==> src/rtl/hilo_div_if.sv <==
// Request/result bundle between the execute stage and the HI/LO divider.
// master = EX side, slave = divider.
interface hilo_div_if #(
  parameter int DATA_W = 32
);
  logic                start_i;
  logic                annul_i;
  logic                signed_div_i;
  logic [DATA_W-1:0]   opdata1_i;
  logic [DATA_W-1:0]   opdata2_i;
  logic [2*DATA_W-1:0] result_o;
  logic                ready_o;
  logic                stallreq_o;

  modport master (
    output start_i, annul_i, signed_div_i, opdata1_i, opdata2_i,
    input  result_o, ready_o, stallreq_o
  );

  modport slave (
    input  start_i, annul_i, signed_div_i, opdata1_i, opdata2_i,
    output result_o, ready_o, stallreq_o
  );
endinterface

==> src/rtl/hilo_div_ctrl.sv <==
// One-bit-per-cycle restoring divider producing {HI = remainder, LO = quotient}
// for DIV/DIVU, with a stall request held while the divide is in flight.
module hilo_div_ctrl #(
  parameter int DATA_W = 32
) (
  input  logic      clk,
  input  logic      rst,
  hilo_div_if.slave bus
);
  localparam int CNT_W = $clog2(DATA_W) + 1;

  typedef enum logic [1:0] {
    ST_FREE   = 2'd0,
    ST_BYZERO = 2'd1,
    ST_ON     = 2'd2,
    ST_END    = 2'd3
  } state_t;

  state_t              state_q;
  logic [CNT_W-1:0]    cnt_q;
  logic [DATA_W-1:0]   dividend_q;
  logic [DATA_W-1:0]   divisor_q;
  logic [DATA_W-1:0]   rem_q;
  logic                sign1_q;
  logic                sign2_q;
  logic [2*DATA_W-1:0] result_q;
  logic                ready_q;

  logic                neg1_d;
  logic                neg2_d;
  logic [DATA_W-1:0]   abs1_d;
  logic [DATA_W-1:0]   abs2_d;
  logic [DATA_W:0]     shifted_d;
  logic [DATA_W:0]     diff_d;
  logic [DATA_W-1:0]   quo_fix_d;
  logic [DATA_W-1:0]   rem_fix_d;

  assign neg1_d = bus.signed_div_i & bus.opdata1_i[DATA_W-1];
  assign neg2_d = bus.signed_div_i & bus.opdata2_i[DATA_W-1];
  assign abs1_d = neg1_d ? -bus.opdata1_i : bus.opdata1_i;
  assign abs2_d = neg2_d ? -bus.opdata2_i : bus.opdata2_i;

  // dividend_q doubles as the quotient: dividend bits shift out the top while
  // quotient bits shift in at the bottom.
  assign shifted_d = {rem_q, dividend_q[DATA_W-1]};
  assign diff_d    = shifted_d - {1'b0, divisor_q};

  // Sign flags are only ever set for DIV, so DIVU passes through untouched.
  assign quo_fix_d = (sign1_q ^ sign2_q) ? -dividend_q : dividend_q;
  assign rem_fix_d = sign1_q ? -rem_q : rem_q;

  always_ff @(posedge clk or posedge rst) begin
    if (rst) begin
      state_q    <= ST_FREE;
      cnt_q      <= '0;
      dividend_q <= '0;
      divisor_q  <= '0;
      rem_q      <= '0;
      sign1_q    <= 1'b0;
      sign2_q    <= 1'b0;
      result_q   <= '0;
      ready_q    <= 1'b0;
    end else begin
      case (state_q)
        ST_FREE: begin
          ready_q  <= 1'b0;
          result_q <= '0;
          if (bus.start_i && !bus.annul_i) begin
            if (bus.opdata2_i == '0) begin
              state_q <= ST_BYZERO;
            end else begin
              state_q    <= ST_ON;
              cnt_q      <= '0;
              dividend_q <= abs1_d;
              divisor_q  <= abs2_d;
              rem_q      <= '0;
              sign1_q    <= neg1_d;
              sign2_q    <= neg2_d;
            end
          end
        end
        ST_BYZERO: begin
          if (bus.annul_i) begin
            state_q <= ST_FREE;
          end else begin
            state_q  <= ST_END;
            result_q <= '0;
            ready_q  <= 1'b1;
          end
        end
        ST_ON: begin
          if (bus.annul_i) begin
            state_q <= ST_FREE;
          end else if (cnt_q != CNT_W'(DATA_W)) begin
            if (!diff_d[DATA_W]) begin
              rem_q      <= diff_d[DATA_W-1:0];
              dividend_q <= {dividend_q[DATA_W-2:0], 1'b1};
            end else begin
              rem_q      <= shifted_d[DATA_W-1:0];
              dividend_q <= {dividend_q[DATA_W-2:0], 1'b0};
            end
            cnt_q <= cnt_q + CNT_W'(1);
          end else begin
            state_q  <= ST_END;
            result_q <= {rem_fix_d, quo_fix_d};
            ready_q  <= 1'b1;
          end
        end
        ST_END: begin
          if (!bus.start_i) begin
            state_q  <= ST_FREE;
            ready_q  <= 1'b0;
            result_q <= '0;
          end
        end
        default: state_q <= ST_FREE;
      endcase
    end
  end

  assign bus.result_o   = result_q;
  assign bus.ready_o    = ready_q;
  assign bus.stallreq_o = bus.start_i && (state_q != ST_END) && !bus.annul_i;
endmodule

==> src/flat_wrapper.sv <==
// flat-port wrapper written by rule: the top's interface ports become plain ports
module hilo_div_ctrl_flat 
#(
  parameter int DATA_W = 32
)
  (clk, rst, bus_start_i, bus_annul_i, bus_signed_div_i, bus_opdata1_i, bus_opdata2_i, bus_result_o, bus_ready_o, bus_stallreq_o);
  hilo_div_if #(.DATA_W(DATA_W)) bus_i ();
  input  logic clk;
  input  logic rst;
  input wire logic [$bits(bus_i.start_i)-1:0] bus_start_i;
  input wire logic [$bits(bus_i.annul_i)-1:0] bus_annul_i;
  input wire logic [$bits(bus_i.signed_div_i)-1:0] bus_signed_div_i;
  input wire logic [$bits(bus_i.opdata1_i)-1:0] bus_opdata1_i;
  input wire logic [$bits(bus_i.opdata2_i)-1:0] bus_opdata2_i;
  output wire logic [$bits(bus_i.result_o)-1:0] bus_result_o;
  output wire logic [$bits(bus_i.ready_o)-1:0] bus_ready_o;
  output wire logic [$bits(bus_i.stallreq_o)-1:0] bus_stallreq_o;
  assign bus_i.start_i = bus_start_i;
  assign bus_i.annul_i = bus_annul_i;
  assign bus_i.signed_div_i = bus_signed_div_i;
  assign bus_i.opdata1_i = bus_opdata1_i;
  assign bus_i.opdata2_i = bus_opdata2_i;
  assign bus_result_o = bus_i.result_o;
  assign bus_ready_o = bus_i.ready_o;
  assign bus_stallreq_o = bus_i.stallreq_o;
  hilo_div_ctrl #(.DATA_W(DATA_W)) u_core (.clk(clk), .rst(rst), .bus(bus_i));
endmodule
==> config.mk <==
export PLATFORM = sky130hd
export DESIGN_NAME = hilo_div_ctrl_flat
export DESIGN_NICKNAME = d
export VERILOG_FILES = /design/src/rtl/hilo_div_if.sv /design/src/rtl/hilo_div_ctrl.sv /design/src/flat_wrapper.sv
export SDC_FILE = /design/constraint.sdc
export NUM_CORES = 1
export LEC_CHECK = 0
export CAP_MARGIN = 30
export CELL_PAD_IN_SITES_DETAIL_PLACEMENT = 0
export CELL_PAD_IN_SITES_GLOBAL_PLACEMENT = 2
export CORE_UTILIZATION = 37
export CTS_CLUSTER_SIZE = 16
export DETAILED_ROUTE_END_ITERATION = 8
export PLACE_DENSITY_LB_ADDON = 0.1
export SETUP_SLACK_MARGIN = 0.5
export SLEW_MARGIN = 30
export SYNTH_ARGS = -nofsm -noshare
export SYNTH_HDL_FRONTEND = slang
export SYNTH_SLANG_ARGS = --single-unit
==> constraint.sdc <==
create_clock -name clk -period 9.7 [get_ports clk]
set_input_delay 1.455 -clock clk [delete_from_list [all_inputs] [get_ports clk]]
set_output_delay 1.455 -clock clk [all_outputs]
set_load 0.01 [all_outputs]
==> results.cfg, run 1 <==
[setup_path]
ff2ff_setup_slack_ns = 5.49
required_ns = 10.02
crit_family = simple AND/OR/NAND/NOR gates
reg2regPathDepth = 12
startpoint_type = primary input
timing.rr.start = u_core.dividend_q[31]
cp_slowest_cell = or4_1
crit_path_cell_trace = clkdlybuf4s50_1, or4_1, or3_1, nor3_1, nand4_1, a21o_1, nand2_2, buf_6, mux2_2
worstPathBufferInverterCount = 2
worstSetupPathType = primary input to flip-flop
worstReg2RegEnd = u_core.rem_q[7]
cpPeakStageDelay_ns = 0.60
critPathMaxFanout = 105
endpoint_kind = flip-flop
arrival_ns = 5.14

[synthesis]
synth_nets = 1492
yosysSeqAreaShare = 0.375
synth-edff-count = 0
synth-async-reset-ratio = 1.00
avgSynthCellArea_um2 = 8.28
synth_warnings = 0
ys.flop_type = dfrtp_1
ys_ff_latch = 171
syn-instance-count = 1380
synth_area_mm2 = 0.0114
synth.distinct_cells = 66

[layout]
fillers = 3022
layout-drive-gt1-share = 0.0478
mostFrequentLayoutCell = nand2_1
syn_to_final_growth_pct = 20.7
diodes = 0
final_cell_mix = nand2_1, dfrtp_1, o21ai_0
final_nets = 1585
seqCellArea_mm2 = 0.00428
multi_input_area_mm2 = 0.00668

[power_and_ir_drop]
power_density_mw_per_mm2 = 318
power.leakage_nw = 5.83
vdd_drop_max_v = 0.000235

[sta]
max_freq_ghz = 0.207
rsz0062_at_grt = false
period_needed_ns = 4.82
final-setup-viol-count = 0
worstMarginPinSlew_ns = 0.812
period_share = 0.497
hold_viol = 0
setup_tns_ns = 0
slew_headroom = 0.456
fin_skew_ns = 0.0148
fin_ws_ns = 4.88
finalMaxSlewViolations = 0

[grt]
grt_usage = 0.216
grt.overflow.total = 0
grt_pass1_vias = 9488
grt_pass1_wl_um = 53200
antenna_found_initial = 0
grt_max_degree = 106

[routing]
viasPerCell = 5.42
ant_nets = 0
vias = 10200
wirelength_um = 33200
wl_per_cell_um = 17.7
drt_iter0_drc = 599
drt_first_pass_iters = 5
route.detailed.drc = 0

[die]
dieArea_mm2 = 0.0316
num_rows = 63
ios = 135
start_util = 0.380
die_w_um = 178
die-height_um = 178
placeableCoreArea_mm2 = 0.0300

[clock_tree]
cts_resized = 0
cts_max_level = 4
cts_root_buffer = clkbuf_16
cts_tree = done
cts_hold_repair.buffers = 0
clk_latency_ns = 0.44
cts.sink_count = 171
numCtsBuffers = 17
cts_setup_buffers = 0
clockBufferDepth = 2
path_clk_slew_ns = 0.07

[hold_path]
hold_path_class = flip-flop to flip-flop
min_path_cells = 2
min_from = u_core.bus.result_o[58]
hold_end = u_core.bus.result_o[58]

[placement]
hpwlAfterDp_um = 24200
globalplace.congestion = 0.890
io_buffers = 134
pre_cts_ws_ns = 4.19

[run_status]
status = finished, final reports clean

[run]
drv_cap = 0
[worst max path at each step]
stage / start / endpoint / slack [ns] / depth (start not counted)
final: bus_opdata2_i[6] / u_core.dividend_q[27] / 4.88 / 9
after global placement: bus_opdata2_i[6] / u_core.cnt_q[4] / 4.27 / 10
after CTS: bus_opdata2_i[6] / u_core.cnt_q[5] / 4.65 / 10
after floorplan: rst / u_core.bus.ready_o / 3.61 / 1
after global routing: bus_opdata2_i[6] / u_core.cnt_q[5] / 4.68 / 10
after detailed placement: bus_opdata2_i[6] / u_core.cnt_q[5] / 4.19 / 10
[cell families (layout without fill, tap and decap cells)]
family | count (synthesis) | after routing | share of synthesized area
AO/OA/AOI/OAI | 426 | 426 | 0.230
multiplexers | 16 | 16 | 0.0142
flip-flops | 171 | 171 | 0.375
AND/OR/NAND/NOR | 455 | 455 | 0.185
adder cells (fa/ha/maj) | 43 | 43 | 0.0478
XOR/XNOR | 136 | 136 | 0.104
buffers and inverters | 133 | 239 | 0.0443
[tightest hold or removal path, cell delays in order (launching register included)]
cell     delay (ns)
dfrtp_1        0.34
nand2_1        0.04
o21ai_0        0.06
[synth_stat cells, types with 15 or more instances]
library cell  number  share of area
nand2_1          182          0.060
dfrtp_1          171           0.37
o21ai_0          150          0.066
a21oi_1          118          0.052
nor2_1           114          0.037
xor2_1            87          0.067
clkbuf_1          60          0.020
inv_1             57          0.019
xnor2_1           49          0.038
o31ai_1           45          0.030
ha_1              42          0.046
nand3_1           33          0.014
nor3_1            20         0.0088
a21o_1            19          0.012
o311ai_0          16          0.012
or3_1             15         0.0082
or4_1             15         0.0099
[sequential cells by signal, indices dropped and copies added, names as in the netlist]
signal	count
u_core.cnt_q	6
u_core.divisor_q	32
u_core.sign2_q	1
u_core.dividend_q	32
u_core.state_q	2
u_core.bus.ready_o	1
u_core.sign1_q	1
u_core.bus.result_o	64
u_core.rem_q	32
[stage by stage]
stage	power (mW)	cells	util	cell area, µm²	hold slack, ns
2_1_floorplan	2.89	1380	-	11400	0.450
3_3_place_gp	3.63	1842	0.436	13100	0.461
3_5_place_dp	3.65	1842	0.436	13100	0.470
4_1_cts	4.41	1874	0.457	13700	0.488
5_1_grt	4.76	1876	0.459	13800	0.493
6_report	4.38	1876	0.459	13800	0.479
[where the power goes]
group / leakage [nW] / internal, mW / switching, mW / total [mW]
Sequential: 2.19 / 0.971 / 0.268 / 1.24
Combinational: 3.34 / 0.942 / 1.45 / 2.40
Clock: 0.298 / 0.416 / 0.330 / 0.746
[area by class of cell]
| cell class | count | share of cell area |
|---|---|---|
| Sequential cell | 171 | 0.310 |
| Tap cell | 390 | 0.0354 |
| Clock buffer | 17 | 0.0309 |
| Inverter | 58 | 0.0162 |
| Timing Repair Buffer | 149 | 0.108 |
| Clock inverter | 15 | 0.0148 |
| Multi-Input combinational cell | 1076 | 0.485 |
[routing by layer]
metal	track usage	up-vias	wire length (µm)
met5	0	-	0
met4	0.0495	0	395
met3	0.0281	26	1120
met2	0.332	187	14800
met1	0.319	4834	16900
li1	-	5116	-
Power figures use the tool's default switching activity.
==> inputs of run 2 (changes only) <==
- CORE_UTILIZATION: 37 -> 34
- clock period: 9.7 -> 4.54 ns (I/O delays scaled with it)
==> run 2 against run 1 <==
- critical path depth grew 3
- routed wire length up 2.5%
- non-clock buffer count increased by 11
- via count fell by 0.46%
- clock skew is 0.0021 ns higher
- combinational power is 120% higher
- sequential cell count unchanged
- first-iteration DRC count increased by 5.0%
- die area is 8.7% higher
- clock power is 85% higher
- critical path type is now flip-flop to flip-flop
- cell count is 3.3% higher
- sequential share of layout area fell by 0.12 points
==> results.cfg, run 2 (same netlist as run 1, synthesis figures left out) <==
[routing]
drt_first_pass_iters = 5
viasPerCell = 5.22
route.detailed.drc = 0
vias = 10100
ant_nets = 0
wl_per_cell_um = 17.5
drt_iter0_drc = 629
wirelength_um = 34000

[setup_path]
critPathMaxFanout = 56
worstSetupPathType = flip-flop to flip-flop
worst_path_most_repeated_cell = o21ai_0
worstPathBufferInverterCount = 2
arrival_ns = 4.11
startpoint_type = flip-flop
required_ns = 4.84
crit_path_cell_trace = inv_1, ha_1, fa_1, nand2b_1, a21oi_1, o211ai_1, a211oi_1, o21ai_0, a311oi_4, buf_12, mux2i_1, o21ai_0
cpPeakStageDelay_ns = 0.56
cp_slowest_cell = a211oi_1
endpoint_kind = flip-flop
crit_family = compound AO/OA/AOI/OAI gates

[die]
start_util = 0.348
dieArea_mm2 = 0.0343
num_rows = 66
placeableCoreArea_mm2 = 0.0328
ios = 135
die_w_um = 185
die-height_um = 185

[sta]
finalMaxSlewViolations = 0
period_needed_ns = 3.81
slew_headroom = 0.326
final-setup-viol-count = 0
rsz0062_at_grt = false
fin_skew_ns = 0.0168
setup_tns_ns = 0
worstMarginPinSlew_ns = 0.998
hold_viol = 0
period_share = 0.839
max_freq_ghz = 0.262

[layout]
largest_register_ffs = 64
diodes = 0
final_nets = 1596
final_cell_mix = nand2_1, dfrtp_1, o21ai_0
layout-drive-gt1-share = 0.0528
final_area_mm2 = 0.0138
mostFrequentLayoutCell = nand2_1
syn_to_final_growth_pct = 21.2

[clock_tree]
cts_tree = done
cts_max_level = 4
cts_setup_buffers = 0
cts_root_buffer = clkbuf_16
numCtsBuffers = 17
path_clk_slew_ns = 0.07
clockBufferDepth = 2
cts_resized = 0
cts_hold_repair.buffers = 0
clk_latency_ns = 0.43
cts.sink_count = 171

[power_and_ir_drop]
vdd_drop_max_v = 0.000406
power.leakage_nw = 5.84
power_density_mw_per_mm2 = 672

[placement]
globalplace.congestion = 0.829
io_buffers = 134
hpwlAfterDp_um = 25400
placed_area_mm2 = 0.0133

[hold_path]
hold_path_class = flip-flop to flip-flop

[run]
drv_cap = 0

[grt]
grt_usage = 0.206
antenna_found_initial = 0
grt_max_degree = 122
grt_pass1_wl_um = 54900
grt.overflow.total = 0
grt_pass1_vias = 9697

[run_status]
status = finished, final reports clean
## run 2: power breakdown
group	internal, mW	switching, mW
combinational	2.08	3.21
clock	0.718	0.664
sequential	2.08	0.556
## run 2: layer usage
layer,part of all wire,up-vias,routed length [µm],GRT usage
li1,-,5120,-,-
met1,0.54,4793,18300,0.320
met2,0.42,188,14400,0.302
met3,0.035,15,1180,0.0244
met4,0.0054,0,184,0.0357
met5,0,-,0,0
## run 2: worst paths after layout
check	start	endpoint	slack (ns)	cells after the start
setup / recovery	u_core.dividend_q[31]	u_core.rem_q[10]	0.73	12
hold / removal	u_core.bus.result_o[12]	u_core.bus.result_o[12]	0.48	2
setup reg to reg	u_core.dividend_q[31]	u_core.rem_q[10]	0.73	12
hold reg to reg	u_core.bus.result_o[12]	u_core.bus.result_o[12]	0.48	2
max in group asynchronous	rst	u_core.bus.result_o[34]	3.22	3
min in group asynchronous	rst	u_core.bus.result_o[61]	0.79	3
## run 2: through the flow
step | total power [mW] | hold WS (ns) | setup WS [ns] | std cells | util
4_1_cts | 9.36 | 0.483 | 0.764 | 1938 | 0.422
3_3_place_gp | 7.92 | 0.459 | 0.597 | 1907 | 0.406
3_5_place_dp | 7.95 | 0.466 | 0.573 | 1907 | 0.406
5_1_grt | 10.1 | 0.495 | 0.532 | 1938 | 0.422
6_report | 9.30 | 0.475 | 0.729 | 1938 | 0.422
2_1_floorplan | 6.17 | 0.450 | 1.21 | 1380 | -
## run 2: area by class of cell
type                            count  area [µm²]
Clock buffer                       19         443
Clock inverter                     12        90.1
Fill cell                        3394       18900
Inverter                           58         221
Multi-Input combinational cell   1076        6670
Sequential cell                   171        4280
Tap cell                          442         553
Timing Repair Buffer              160        1590
## run 2: tightest hold or removal path, stage by stage, from the launching register on
cell and delay, ns:
dfrtp_1 0.34, nand2_1 0.04, o21ai_0 0.06
==> inputs of run 3 (changes only) <==
- clock period: 4.54 -> 3.9 ns (I/O delays scaled with it)
==> run 3 against run 2 <==
- register-to-register slack got worse by 0.22 ns
- clock skew down 0.0068 ns
- setup slack worse by 0.22 ns
- sequential share of layout area is 1.1 points lower
- core utilization is 1.7 points higher
==> results.cfg, run 3 (same netlist as run 1, synthesis figures left out) <==
[layout]
mostFrequentLayoutCell = nand2_1
largest_register_ffs = 64
fillers = 3396
syn_to_final_growth_pct = 26.0
final_cell_mix = nand2_1, dfrtp_1, o21ai_0
final_nets = 1644
layout-drive-gt1-share = 0.0934
utilization = 0.439
final_area_mm2 = 0.0144

[grt]
grt_pass1_vias = 9934
antenna_found_initial = 0
grt_max_degree = 89
grt_usage = 0.211
grt.overflow.total = 0
grt_pass1_wl_um = 55800

[clock_tree]
clk_latency_ns = 0.44
numCtsBuffers = 17
clockBufferDepth = 2
cts.sink_count = 171
cts_tree = done
cts_root_buffer = clkbuf_16
cts_max_level = 4
path_clk_slew_ns = 0.07

[sta]
fin_skew_ns = 0.00998
fin_ws_ns = 0.505
finalMaxSlewViolations = 0
slew_headroom = 0.448
max_freq_ghz = 0.295
period_share = 0.871
final-setup-viol-count = 0
rsz0062_at_grt = true
period_needed_ns = 3.40
worstMarginPinSlew_ns = 0.823
hold_viol = 0
setup_tns_ns = 0

[routing]
ant_nets = 0
route.detailed.drc = 0
vias = 10400
wirelength_um = 35000
drt_iter0_drc = 606
wl_per_cell_um = 17.6
viasPerCell = 5.25
drt_first_pass_iters = 7

[setup_path]
crit_start = u_core.rem_q[10]
worstSetupPathType = flip-flop to flip-flop
endpoint_kind = flip-flop
timing.rr.start = u_core.rem_q[10]
critPathMaxFanout = 7
startpoint_type = flip-flop
ff2ff_setup_slack_ns = 0.50
arrival_ns = 3.70
required_ns = 4.21

[run_status]
status = finished, final reports clean

[placement]
globalplace.congestion = 0.866
placed_area_mm2 = 0.0136
io_buffers = 134
hpwlAfterDp_um = 26800
pre_cts_ws_ns = 0.159

[hold_path]
hold_path_class = primary input to asynchronous set/reset pin

[die]
ios = 135
start_util = 0.348
num_rows = 66
die-height_um = 185
dieArea_mm2 = 0.0343
placeableCoreArea_mm2 = 0.0328
die_w_um = 185

[power_and_ir_drop]
total_power_mw = 11.3
pwr-share-seq = 0.267
p_comb_frac = 0.588
power.leakage_nw = 6.11
p_switching_mw = 5.22
p_sw_frac = 0.460
pwr-share-clk = 0.145
vdd_drop_max_v = 0.000503
power.internal_mw = 6.13
power_density_mw_per_mm2 = 788

[run]
drv_cap = 0
-- run 3: changes by cell type in the layout (fill, tap and decap cells not counted), sizes merged, moves of 4 or more --
| cell | delta |
|---|---|
| clkbuf | +4 |
| clkinv | -4 |
| inv | -4 |
| buf | +48 |
-- run 3: layer usage --
metal	wire, µm	GRT usage
met1	18100	0.312
met2	15200	0.321
met3	1260	0.0267
met4	406	0.0529
met5	0	0
-- run 3: cell type report --
cell class	instances	area (µm²)	share of cell area
Antenna cell	1	2.50	0.000174
Clock buffer	23	488	0.0339
Clock inverter	6	65.1	0.00452
Inverter	58	221	0.0154
Multi-Input combinational cell	1076	6760	0.469
Sequential cell	171	4290	0.298
Tap cell	442	553	0.0384
Timing Repair Buffer	208	2030	0.141
-- run 3: critical path: stages, from the launching register on --
cell     delay [ns]
dfrtp_1        0.39
buf_6          0.14
or4_4          0.48
or4_4          0.42
or3_4          0.40
or3_4          0.38
or4_4          0.53
o41ai_4        0.22
xor2_1         0.22
o21ai_1        0.07
-- run 3: final timing paths --
kind | to | cells after the start
setup / recovery | u_core.bus.result_o[61] | 9
hold / removal | u_core.bus.result_o[63] | 2
setup reg to reg | u_core.bus.result_o[61] | 9
hold reg to reg | u_core.bus.result_o[55] | 2
max in group asynchronous | u_core.divisor_q[6] | 4
min in group clk | u_core.bus.result_o[55] | 2
-- run 3: per-stage QoR --
stage / std cells / hold WS [ns]
2_1_floorplan: 1380 / 0.450
5_1_grt: 1984 / 0.411
3_3_place_gp: 1939 / 0.462
3_5_place_dp: 1939 / 0.470
6_report: 1985 / 0.414
4_1_cts: 1975 / 0.414
-- run 3: what timing repair did --
item	4_1_cts	5_1_grt
gates resized for setup	10	19
setup buffers	7	9
hold buffers	0	0
cloned	0	0
endpoints found under the setup margin	32	44
endpoints found under the hold margin	0	0
pin swaps	6	8
-- run 3: power groups by stage --
stage          sequential [mW]  combinational, mW  clock [mW]
3_3_place_gp              3.06               6.44           0
3_5_place_dp              3.07               6.48           0
4_1_cts                   3.03               6.57        1.70
6_report                  3.03               6.68        1.64
5_1_grt                   3.12               7.47        1.76
2_1_floorplan             2.96               4.22           0
